## src/rtl/multicycle_controller.sv

```systemverilog
// -----------------------------------------------------------------------------
// multicycle_controller
//   Control FSM for the multicycle RV32I datapath (lw, sw, R-type, I-type ALU,
//   beq, jal). It decodes op/funct3/funct7b5 and drives datapath enables, mux
//   selects and the ALU control code. It uses the ALU zero flag for branches
//   and stalls on memory through a mem_ready handshake.
//
//   Optional feature: define MC_CTRL_BNE_EN to accept bne. bne shares the
//   branch state and qualifies pcwrite with ~zero.
//
// Parameters
//   MEM_HANDSHAKE   1: FETCH/MEMREAD/MEMWRITE wait for mem_ready
//                   0: mem_ready is ignored (single-cycle memory)
// Ports
//   clk, rst_n      clock (rising edge) and asynchronous active-low reset
//   op/funct3/funct7b5  instruction fields from the instruction register
//   zero            ALU zero flag
//   mem_ready       memory access completes this cycle
//   pcwrite, adrsrc, memwrite, irwrite, regwrite   datapath enables/selects
//   resultsrc, alusrca, alusrcb, immsrc            datapath mux selects
//   alucontrol      ALU operation (constants::ALU_*)
//   illegal_instr   one-cycle pulse on an undecodable instruction
// -----------------------------------------------------------------------------
package constants;
    localparam logic [2:0] ALU_ADD = 3'b000;
    localparam logic [2:0] ALU_SUB = 3'b001;
    localparam logic [2:0] ALU_AND = 3'b010;
    localparam logic [2:0] ALU_OR  = 3'b011;
    localparam logic [2:0] ALU_SLT = 3'b101;
endpackage

module multicycle_controller #(
    parameter bit MEM_HANDSHAKE = 1'b1
) (
    input  logic       clk,
    input  logic       rst_n,
    input  logic [6:0] op,
    input  logic [2:0] funct3,
    input  logic       funct7b5,
    input  logic       zero,
    input  logic       mem_ready,
    output logic       pcwrite,
    output logic       adrsrc,
    output logic       memwrite,
    output logic       irwrite,
    output logic       regwrite,
    output logic [1:0] resultsrc,
    output logic [1:0] alusrca,
    output logic [1:0] alusrcb,
    output logic [1:0] immsrc,
    output logic [2:0] alucontrol,
    output logic       illegal_instr
);
    import constants::*;

    localparam logic [6:0] OP_LW  = 7'b0000011;
    localparam logic [6:0] OP_SW  = 7'b0100011;
    localparam logic [6:0] OP_R   = 7'b0110011;
    localparam logic [6:0] OP_I   = 7'b0010011;
    localparam logic [6:0] OP_BR  = 7'b1100011;
    localparam logic [6:0] OP_JAL = 7'b1101111;

    typedef enum logic [3:0] {
        S_FETCH, S_DECODE, S_MEMADR, S_MEMREAD, S_MEMWB, S_MEMWRITE,
        S_EXECR, S_EXECI, S_ALUWB, S_BEQ, S_JAL
    } state_t;

    state_t state_q, state_d;

    logic       mem_rdy;
    logic       br_is_bne, br_legal;
    logic [2:0] alu_op;
    logic       alu_legal;
    logic       pcwrite_c, memwrite_c, irwrite_c, regwrite_c, illegal_c;

    assign mem_rdy = MEM_HANDSHAKE ? mem_ready : 1'b1;

`ifdef MC_CTRL_BNE_EN
    assign br_is_bne = (funct3 == 3'b001);
`else
    assign br_is_bne = 1'b0;
`endif
    assign br_legal = (funct3 == 3'b000) || br_is_bne;

    // ALU operation for the execute states; unsupported funct3 is flagged.
    always_comb begin
        alu_op    = ALU_ADD;
        alu_legal = 1'b1;
        case (funct3)
            3'b000:  alu_op = ((op == OP_R) && funct7b5) ? ALU_SUB : ALU_ADD;
            3'b010:  alu_op = ALU_SLT;
            3'b110:  alu_op = ALU_OR;
            3'b111:  alu_op = ALU_AND;
            default: alu_legal = 1'b0;
        endcase
    end

    always_comb begin
        case (op)
            OP_SW:   immsrc = 2'b01;
            OP_BR:   immsrc = 2'b10;
            OP_JAL:  immsrc = 2'b11;
            default: immsrc = 2'b00;
        endcase
    end

    always_comb begin
        state_d    = state_q;
        pcwrite_c  = 1'b0;
        adrsrc     = 1'b0;
        memwrite_c = 1'b0;
        irwrite_c  = 1'b0;
        regwrite_c = 1'b0;
        illegal_c  = 1'b0;
        resultsrc  = 2'b00;
        alusrca    = 2'b00;
        alusrcb    = 2'b00;
        alucontrol = ALU_ADD;
        case (state_q)
            S_FETCH: begin
                alusrcb   = 2'b10;
                resultsrc = 2'b10;
                irwrite_c = mem_rdy;
                pcwrite_c = mem_rdy;
                if (mem_rdy) state_d = S_DECODE;
            end
            S_DECODE: begin
                // ALUOut captures the branch target (oldPC + imm).
                alusrca = 2'b01;
                alusrcb = 2'b01;
                case (op)
                    OP_LW, OP_SW: state_d = S_MEMADR;
                    OP_R:         state_d = S_EXECR;
                    OP_I:         state_d = S_EXECI;
                    OP_JAL:       state_d = S_JAL;
                    OP_BR: begin
                        if (br_legal) begin
                            state_d = S_BEQ;
                        end else begin
                            illegal_c = 1'b1;
                            state_d   = S_FETCH;
                        end
                    end
                    default: begin
                        illegal_c = 1'b1;
                        state_d   = S_FETCH;
                    end
                endcase
            end
            S_MEMADR: begin
                alusrca = 2'b10;
                alusrcb = 2'b01;
                state_d = (op == OP_SW) ? S_MEMWRITE : S_MEMREAD;
            end
            S_MEMREAD: begin
                adrsrc = 1'b1;
                if (mem_rdy) state_d = S_MEMWB;
            end
            S_MEMWB: begin
                resultsrc  = 2'b01;
                regwrite_c = 1'b1;
                state_d    = S_FETCH;
            end
            S_MEMWRITE: begin
                adrsrc     = 1'b1;
                memwrite_c = 1'b1;
                if (mem_rdy) state_d = S_FETCH;
            end
            S_EXECR, S_EXECI: begin
                alusrca    = 2'b10;
                alusrcb    = (state_q == S_EXECI) ? 2'b01 : 2'b00;
                alucontrol = alu_op;
                if (alu_legal) begin
                    state_d = S_ALUWB;
                end else begin
                    illegal_c = 1'b1;
                    state_d   = S_FETCH;
                end
            end
            S_ALUWB: begin
                regwrite_c = 1'b1;
                state_d    = S_FETCH;
            end
            S_BEQ: begin
                alusrca    = 2'b10;
                alucontrol = ALU_SUB;
                pcwrite_c  = br_is_bne ? ~zero : zero;
                state_d    = S_FETCH;
            end
            S_JAL: begin
                // ALU computes oldPC + 4 for rd while PC takes the jump target.
                alusrca   = 2'b01;
                alusrcb   = 2'b10;
                pcwrite_c = 1'b1;
                state_d   = S_ALUWB;
            end
            default: state_d = S_FETCH;
        endcase
    end

    // Enables and strobes are forced low for as long as reset is asserted,
    // including FETCH's mem_ready-driven irwrite/pcwrite.
    assign pcwrite       = rst_n & pcwrite_c;
    assign memwrite      = rst_n & memwrite_c;
    assign irwrite       = rst_n & irwrite_c;
    assign regwrite      = rst_n & regwrite_c;
    assign illegal_instr = rst_n & illegal_c;

    always_ff @(posedge clk or negedge rst_n) begin
        if (!rst_n) state_q <= S_FETCH;
        else        state_q <= state_d;
    end
endmodule

```

## config.mk

```make
export PLATFORM = sky130hd
export DESIGN_NAME = multicycle_controller
export DESIGN_NICKNAME = d
export VERILOG_FILES = /design/src/rtl/multicycle_controller.sv
export SDC_FILE = /design/constraint.sdc
export NUM_CORES = 1
export LEC_CHECK = 0
export CORE_AREA = 8 8 49 51
export CTS_CLUSTER_DIAMETER = 200
export DETAILED_ROUTE_END_ITERATION = 7
export DIE_AREA = 0 0 57 59
export PLACE_DENSITY = 0.82
export SYNTH_ARGS = -nofsm -noshare
export SYNTH_HDL_FRONTEND = slang
export SYNTH_SLANG_ARGS = --single-unit
```

## constraint.sdc

```tcl
create_clock -name clk -period 2.39 [get_ports clk]
set_input_delay 0.717 -clock clk [delete_from_list [all_inputs] [get_ports clk]]
set_output_delay 0.717 -clock clk [all_outputs]
set_load 0.05 [all_outputs]
```

==> reports/results.ini <==
[synthesis]
synth_edf_count = 0
syn_area_um2 = 701.9
synth_mux_area_frac = 0.01426
synthCells = 95
synth_top_area_frac = 0.1426
seq_area_frac_synth = 0.1426
synth_adder_area_share = 0
syn_nets = 110
syn_area_per_cell_um2 = 7.389
ys.flop_type = dfrtp_1
synth_xor_area_frac = 0.03743
yosys_register_bits = 4
synth_cell_types = 43
yosys-top-cells-area = dfrtp_1 (14%), nand2_1 (7.0%), nor2_1 (5.3%), buf_6 (4.8%), nand4bb_4 (3.9%)
synth-simple-area-share = 0.4563
ys_warn_count = 0
yosys.area.top_type = dfrtp_1
synth_compound_area_frac = 0.2406
synth_top_family_by_area = simple AND/OR/NAND/NOR gates
synthArstFlopShare = 1.000

[floorplanning]
start_util = 0.4250
die_w_um = 57
die-area_um2 = 3363
core_area_um2 = 1652
fp.dieH_um = 59
num_rows = 15
io_pins = 32

[run_status]
violations = setup timing
outcome = complete, but fails checks

[route]
viasPerCell = 5.893
wire_per_inst_um = 16.99
drc = 0
vias = 937
ant_nets = 0
drt_iter0_drc = 42
first_pass_iters = 4
totalWireLength_um = 2701

[critical_path]
path_buf_inv = 2
critPathKind = in -> out
startpoint = op[2]
reg2regPathDepth = 5
arrival_ns = 1.71
max_stage_delay_ns = 0.27
cp_max_fo = 2
cp_cell_sequence = buf_6, nand4bb_4, nor2_4, a21oi_4, o32ai_4, buf_12
reg2reg_to = state_q[2]
worstPathRequired_ns = 1.67
cp_slowest_cell = o32ai_4
setup.worst_path.start_class = input pin
end_kind = primary output
r2r_slack_ns = 0.90
worstReg2RegStart = state_q[0]
cp_top_family = simple AND/OR/NAND/NOR gates

[global_routing]
grt.met2_usage = 0.2760
met1_usage = 0.1648
grt_pass1_vias = 1024
busiest_layer = met2
antenna_found_initial = 0
grt_overflow = 0
gr-usage-all-layers = 0.1602
grt_start_max_net_pins = 17
use_met3 = 0.05794
grt_first_pass_wirelength_um = 4478

[sta]
final-hold-violation-count = 0
fmax_mhz = 412.6
fin_crit_ns = 2.423
fin_ws_ns = -0.03349
fin_crit_sh = 1.014
slew_headroom = 0.7245
rsz0062_at_grt = yes
setup_viol = 1
tightest_slew_ns = 0.4079
final_max_slew_viol_count = 0
skew_ns = 0.002702

[cells_and_area]
num_antenna_cells = 0
largestRegisters = state_q x4
area_delta_synth_final_pct = 96.08
largest-register = state_q
finalNetCount = 159
largest_reg_flops = 4
final_common_cell = buf_4
fin_util = 0.8333
layout-drive-gt1-share = 0.5986
final_cell_mix = buf_4 (20), buf_12 (17), nand2_1 (13)

[clock_tree]
root_buffer = clkbuf_4
clkLatencyLatePin_ns = 0.23
cts_tree = done
clkSlewWorstSetupHoldPaths_ns = 0.04
cts_max_level = 1
cts_buffers = 3
cts.sinks = 4
ctsHoldBuffers = 0
cts_buffer_depth = 2

[place]
detailed_place_hpwl_um = 2239
post-place-ws_ns = -0.4706
port_buffers = 31
place_congestion = 0.9405

[pwr]
peakVddDrop_mv = 0.3539
power_density_nw_per_um2 = 270.9
leakage_uw = 0.0005882

[run]
max-cap-violations = 0

[hold_path]
hold_class = in -> async

[repair_timing]
item	CTS	global route
setup buffers	1	0
hold endpoints to repair	0	0
resized for setup	53	11
pin swaps	11	11
setup endpoints to repair	10	7
[per-layer routing]
| metal | part of all wire | vias to the layer above | routed length, µm |
|---|---|---|---|
| li1 | - | 443 | - |
| met1 | 0.36 | 442 | 967 |
| met2 | 0.54 | 44 | 1469 |
| met3 | 0.065 | 8 | 176 |
| met4 | 0.032 | 0 | 87 |
| met5 | 0 | - | 0 |
[synth_stat cells (3+ instances only)]
cell / instances
nand2b_1: 4
dfrtp_1: 4
a21oi_1: 5
nand2_1: 13
buf_6: 3
nor3_1: 4
o21ai_0: 3
nor2b_1: 3
nor2_1: 10
[final cells by class]
cell class	count	area, µm²
multi-input combinational	81	631.9
timing repair buffer	51	584.3
fill	94	275.3
sequential	4	105.1
clock buffer	3	22.52
tap	17	21.27
inverter	3	11.26
[how the worst max path moves through the flow]
stage / endpoint / cells past startpoint
3_5_place_dp: alucontrol[0] / 6
5_1_grt: alucontrol[0] / 6
2_1_floorplan: alucontrol[0] / 4
4_1_cts: alucontrol[0] / 6
3_3_place_gp: alucontrol[0] / 6
6_report: alucontrol[0] / 6
[where the power goes]
group          switching (µW)  internal (µW)  total (µW)
clock network            26.5           56.1        82.5
registers                8.21           70.5        78.7
logic                     109            103         212
total                     143            229         373
[through the flow]
step                      setup TNS (ns)  total power [µW]  std cells  hold slack (ns)  area, µm²
after global routing            -0.07151             391.3        159           0.6740       1376
after global placement            -1.934             283.5        155           0.7504       1338
after floorplan                 -0.08518             181.1         95           0.4214      758.2
after detailed placement          -2.251             290.0        155           0.8054       1338
after CTS                        -0.1186             375.1        159           0.6441       1388
final                           -0.03349             372.8        159           0.6612       1376
[kinds of logic (layout without fill, tap and decap cells)]
logic type / after synthesis / count (layout)
AND/OR/NAND/NOR: 53 / 53
AO/OA/AOI/OAI: 24 / 24
buffers and inverters: 10 / 57
flip-flops: 4 / 4
XOR/XNOR: 3 / 3
multiplexers: 1 / 1
Power figures use the tool's default switching activity.
